**src/rtl/sequence_det_param.sv**
```systemverilog
// Parametrised Mealy serial-pattern detector.
// The pattern is SEQ_LEN bits wide and is loaded at run time. Overlapping or
// non-overlapping detection is selected at run time, and en gates every bit.
// Optional feature macro SEQ_DET_COUNT_EN adds the saturating det_count output.
//
// state (r_fill)     | meaning
// 0 .. SEQ_LEN-2     | history only partly filled, so no match is possible
// SEQ_LEN-1          | armed: det = {r_hist, inp} == r_pat
module sequence_det_param #(
    parameter int                 SEQ_LEN = 3,
    parameter logic [SEQ_LEN-1:0] DEF_PAT = SEQ_LEN'(1),
    parameter int                 COUNT_W = 8
) (
    input  logic               clk,
    input  logic               reset,
    input  logic               inp,
    input  logic               en,
    input  logic               overlap,
    input  logic               load,
    input  logic [SEQ_LEN-1:0] pattern,
    output logic               det
`ifdef SEQ_DET_COUNT_EN
    ,
    output logic [COUNT_W-1:0] det_count
`endif
);
    localparam int                FILL_W    = $clog2(SEQ_LEN) + 1;
    localparam logic [FILL_W-1:0] FILL_FULL = FILL_W'(SEQ_LEN - 1);

    if (SEQ_LEN < 2 || SEQ_LEN > 32 || COUNT_W < 1) begin : g_bad_param
        $error("sequence_det_param: illegal parameter value");
    end

    logic [SEQ_LEN-1:0] r_pat;
    logic [SEQ_LEN-1:0] w_pat_nxt;
    logic [SEQ_LEN-2:0] r_hist;
    logic [SEQ_LEN-2:0] w_hist_nxt;
    logic [FILL_W-1:0]  r_fill;
    logic [FILL_W-1:0]  w_fill_nxt;
    logic [SEQ_LEN-1:0] w_win;
    logic               w_match;
    logic               w_det;

    // The newest bit completes the window, so the match is visible in the same cycle.
    assign w_win   = {r_hist, inp};
    assign w_match = (r_fill == FILL_FULL) && (w_win == r_pat);
    assign w_det   = reset && en && !load && w_match;
    assign det     = w_det;

    // Next-state logic: load beats en, and a non-overlap match consumes the history.
    always_comb begin
        w_pat_nxt  = r_pat;
        w_hist_nxt = r_hist;
        w_fill_nxt = r_fill;
        if (load) begin
            w_pat_nxt  = pattern;
            w_hist_nxt = '0;
            w_fill_nxt = '0;
        end else if (en) begin
            if (w_match && !overlap) begin
                w_fill_nxt = '0;
            end else begin
                w_hist_nxt = w_win[SEQ_LEN-2:0];
                w_fill_nxt = (r_fill == FILL_FULL) ? FILL_FULL : r_fill + FILL_W'(1);
            end
        end
    end

    // State registers; reset discards all partial progress immediately.
    always_ff @(posedge clk or negedge reset) begin
        if (!reset) begin
            r_pat  <= DEF_PAT;
            r_hist <= '0;
            r_fill <= '0;
        end else begin
            r_pat  <= w_pat_nxt;
            r_hist <= w_hist_nxt;
            r_fill <= w_fill_nxt;
        end
    end

`ifdef SEQ_DET_COUNT_EN
    logic [COUNT_W-1:0] r_count;

    // Saturating match counter; it is cleared by load and by reset.
    always_ff @(posedge clk or negedge reset) begin
        if (!reset) begin
            r_count <= '0;
        end else if (load) begin
            r_count <= '0;
        end else if (w_det && (r_count != '1)) begin
            r_count <= r_count + COUNT_W'(1);
        end
    end

    assign det_count = r_count;
`endif

endmodule

```
**config.mk**
```make
export PLATFORM = sky130hd
export DESIGN_NAME = sequence_det_param
export DESIGN_NICKNAME = d
export VERILOG_FILES = /design/src/rtl/sequence_det_param.sv
export SDC_FILE = /design/constraint.sdc
export NUM_CORES = 1
export LEC_CHECK = 0
export BUFFER_PORTS_ARGS = -buffer_cell sky130_fd_sc_hd__buf_2
export CORE_AREA = 2 2 39 41
export CTS_CLUSTER_SIZE = 24
export DETAILED_ROUTE_END_ITERATION = 8
export DIE_AREA = 0 0 41 43
export SYNTH_ARGS = -nofsm -noshare
export SYNTH_HDL_FRONTEND = slang
export SYNTH_SLANG_ARGS = --single-unit
```
**constraint.sdc**
```tcl
create_clock -name clk -period 1.75 [get_ports clk]
set_clock_uncertainty 0.2 [all_clocks]
set_input_delay 0.175 -clock clk [delete_from_list [all_inputs] [get_ports clk]]
set_output_delay 0.175 -clock clk [all_outputs]
set_load 0.005 [all_outputs]
```
==> impl_metrics.ini <==
[yosys]
yosys_warnings = 0
synth-seq-cells = 8
synth_flop_cell = dfrtp_1
syn_inst = 40
syn_nets = 51
synth_area_per_cell_um2 = 11.0
synth-seq-area-share_pct = 45.9
synth_edf_count = 0
netlist-cell-type-count = 20
synthArstFlopShare_pct = 100
netlist_area_um2 = 439

[finish]
synthToLayoutAreaGrowth_pct = 53.0
diodes = 0
fillerInstances = 138
drive_above_1_share_pct = 46.2
final_core_util_pct = 48.6
stdcell_area_um2 = 672
nets = 77

[floorplanning]
die-height_um = 43
start_util_pct = 31.7
die_area_um2 = 1760
ioPinCount = 10
die_w_um = 41
row_count = 14
core_um2 = 1380

[clock_network]
cts_tree = yes
clkLatencyLatePin_ps = 260
numCtsBuffers = 3
cts.clk_slew.worst_paths_ps = 70
cts.path.max_buffers = 2
htree_levels = 1
cts_root_buf = clkbuf_4
clock_sinks = 8

[sta]
fmax_ghz = 0.463
min_period_ps = 2160
tightestPinTransition_ps = 352
final.period_utilization_pct = 123
fin_ws_ps = -410
slew_viol_final = 0
final_hold_viol_count = 0
rsz0062_at_grt = yes
setup_violations = 4
slew_headroom_pct = 76.4

[min_path]
hold_path_class = input port to flop

[placed_design]
place_area_um2 = 554
gp_congestion = 0.674
post-dp-hpwl_um = 631
portBuffers = 9
dp_slack_ps = -120

[power]
powerDensity_nw_per_um2 = 723
power.leakage_nw = 0.325
power.internal_uw = 355
peakVddDrop_mv = 0.295
switching_power_uw = 130
power_frac_clock_pct = 32.8
power_switching_share_pct = 26.9
comb_power_share_pct = 23.6
p_seq_share_pct = 43.6
p_total_uw = 485

[setup_path]
crit_type = flop to output port
start_kind = flop
crit_fanout = 2
cp-end-kind = output port
cp.required_ps = 1370
worstPathArrival_ps = 1790

[route]
dr.pass1.iters = 3
wl_per_cell_um = 11.5
vias = 378
drt_wl_total_um = 930
viasPerCell = 4.67
ant_nets = 0
drt-initial-drc-count = 2
drc = 0

[status]
outcome = complete, but fails checks
violations = negative setup slack

[global_route]
grt_antenna_before_repair = 0
gr-usage-all-layers_pct = 13.2
grt_pass1_wl_um = 1480
grt_pass1_vias = 358
grt_max_degree = 12
overflow = 0

[flow_run]
max-cap-violations = 0
cell usage in the layout (no fill, tap or decap), types with 3 or more instances in the layout:
cell type / instances
dlygate4sd3_1: 5
clkbuf_4: 3
mux2_2: 3
xor2_1: 3
nand2b_1: 4
mux2i_1: 3
buf_2: 9
nand2_1: 3
buf_4: 8
nor2_1: 3
dfrtp_1: 7
Yosys cell counts (all sizes together), types with 2 or more instances:
cell type,count,area (µm²)
nand2b,4,25.0
mux2i,3,30.0
mux2,3,33.8
dfrtp,7,175
nor2,3,11.3
xor2,3,26.3
ha,2,25.0
nand2,3,11.3
critical path, cell delays in order, from the launching register on:
cell     delay [ps]
dfrtp_1         390
inv_2            80
ha_4            130
or2b_1          240
or4_4           420
nor3_2          150
buf_2           130
power by group through the flow:
stage | Combinational, mW | Sequential [mW] | Clock, mW
CTS | 0.109 | 0.210 | 0.167
floorplan | 0.0506 | 0.212 | 0
detailed placement | 0.0915 | 0.214 | 0
finish | 0.114 | 0.212 | 0.159
global route | 0.128 | 0.213 | 0.178
global placement | 0.0902 | 0.213 | 0
state kept, by name (all words and copies together) (netlist names):
register	flops
r_fill	3
r_pat	3
r_hist	2
what timing repair did:
item,4_1_cts,5_1_grt
pin swaps,2,2
resized for setup,3,3
endpoints found under the setup margin,4,4
buffers inserted,2,1
cloned,0,0
hold buffers,5,0
hold endpoints to repair,12,0
final timing paths:
kind                            cells past startpoint  slack (ps)                    end                  start
worst max-delay path                                6        -410                    det  r_fill[0]$_DFFE_PN0P_
worst min-delay path                                2          30  r_fill[0]$_DFFE_PN0P_                   load
worst max register to register                      6        -150  r_hist[0]$_DFFE_PN0P_  r_fill[0]$_DFFE_PN0P_
worst min register to register                      1         330   r_pat[2]$_DFFE_PN0P_   r_pat[2]$_DFFE_PN0P_
max in group asynchronous                           2        1010   r_pat[0]$_DFFE_PN1P_                  reset
min in group asynchronous                           2          80   r_pat[1]$_DFFE_PN0P_                  reset
cells by family (layout without fill, tap and decap cells):
| group | count (synthesis) | after routing | synth area share [%] |
|---|---|---|---|
| compound gates | 4 | 4 | 7.69 |
| simple gates | 15 | 15 | 18.5 |
| xor+xnor | 3 | 3 | 5.98 |
| mux | 6 | 6 | 14.5 |
| buf+inv | 2 | 27 | 1.71 |
| flops | 8 | 8 | 45.9 |
| fa+ha+maj | 2 | 2 | 5.70 |
layout make-up:
cell class / instances / area (µm²) / area share, %
multi-input cells: 30 / 265 / 39.5
flip-flops and latches: 8 / 201 / 30.0
inverters: 1 / 3.75 / 0.559
well taps: 16 / 20.0 / 2.98
repair buffers: 22 / 155 / 23.1
clock buffers: 4 / 26.3 / 3.91
layer usage:
metal  part of all wire, %  vias to the layer above  track usage, %
met5                     0                        -               0
met4                   2.9                        0            10.0
met3                   4.6                        4            4.71
met2                    49                       12            18.8
met1                    43                      174            15.2
li1                      -                      188               -
stage by stage:
step	hold WS [ps]	cells	TNS, ps
floorplan	-321	40	-1.92
global placement	-166	69	-317
detailed placement	-163	69	-333
CTS	27.6	80	-1210
global route	38.1	81	-1120
finish	29.1	81	-765
No activity file was read; power rests on OpenSTA's default activity.
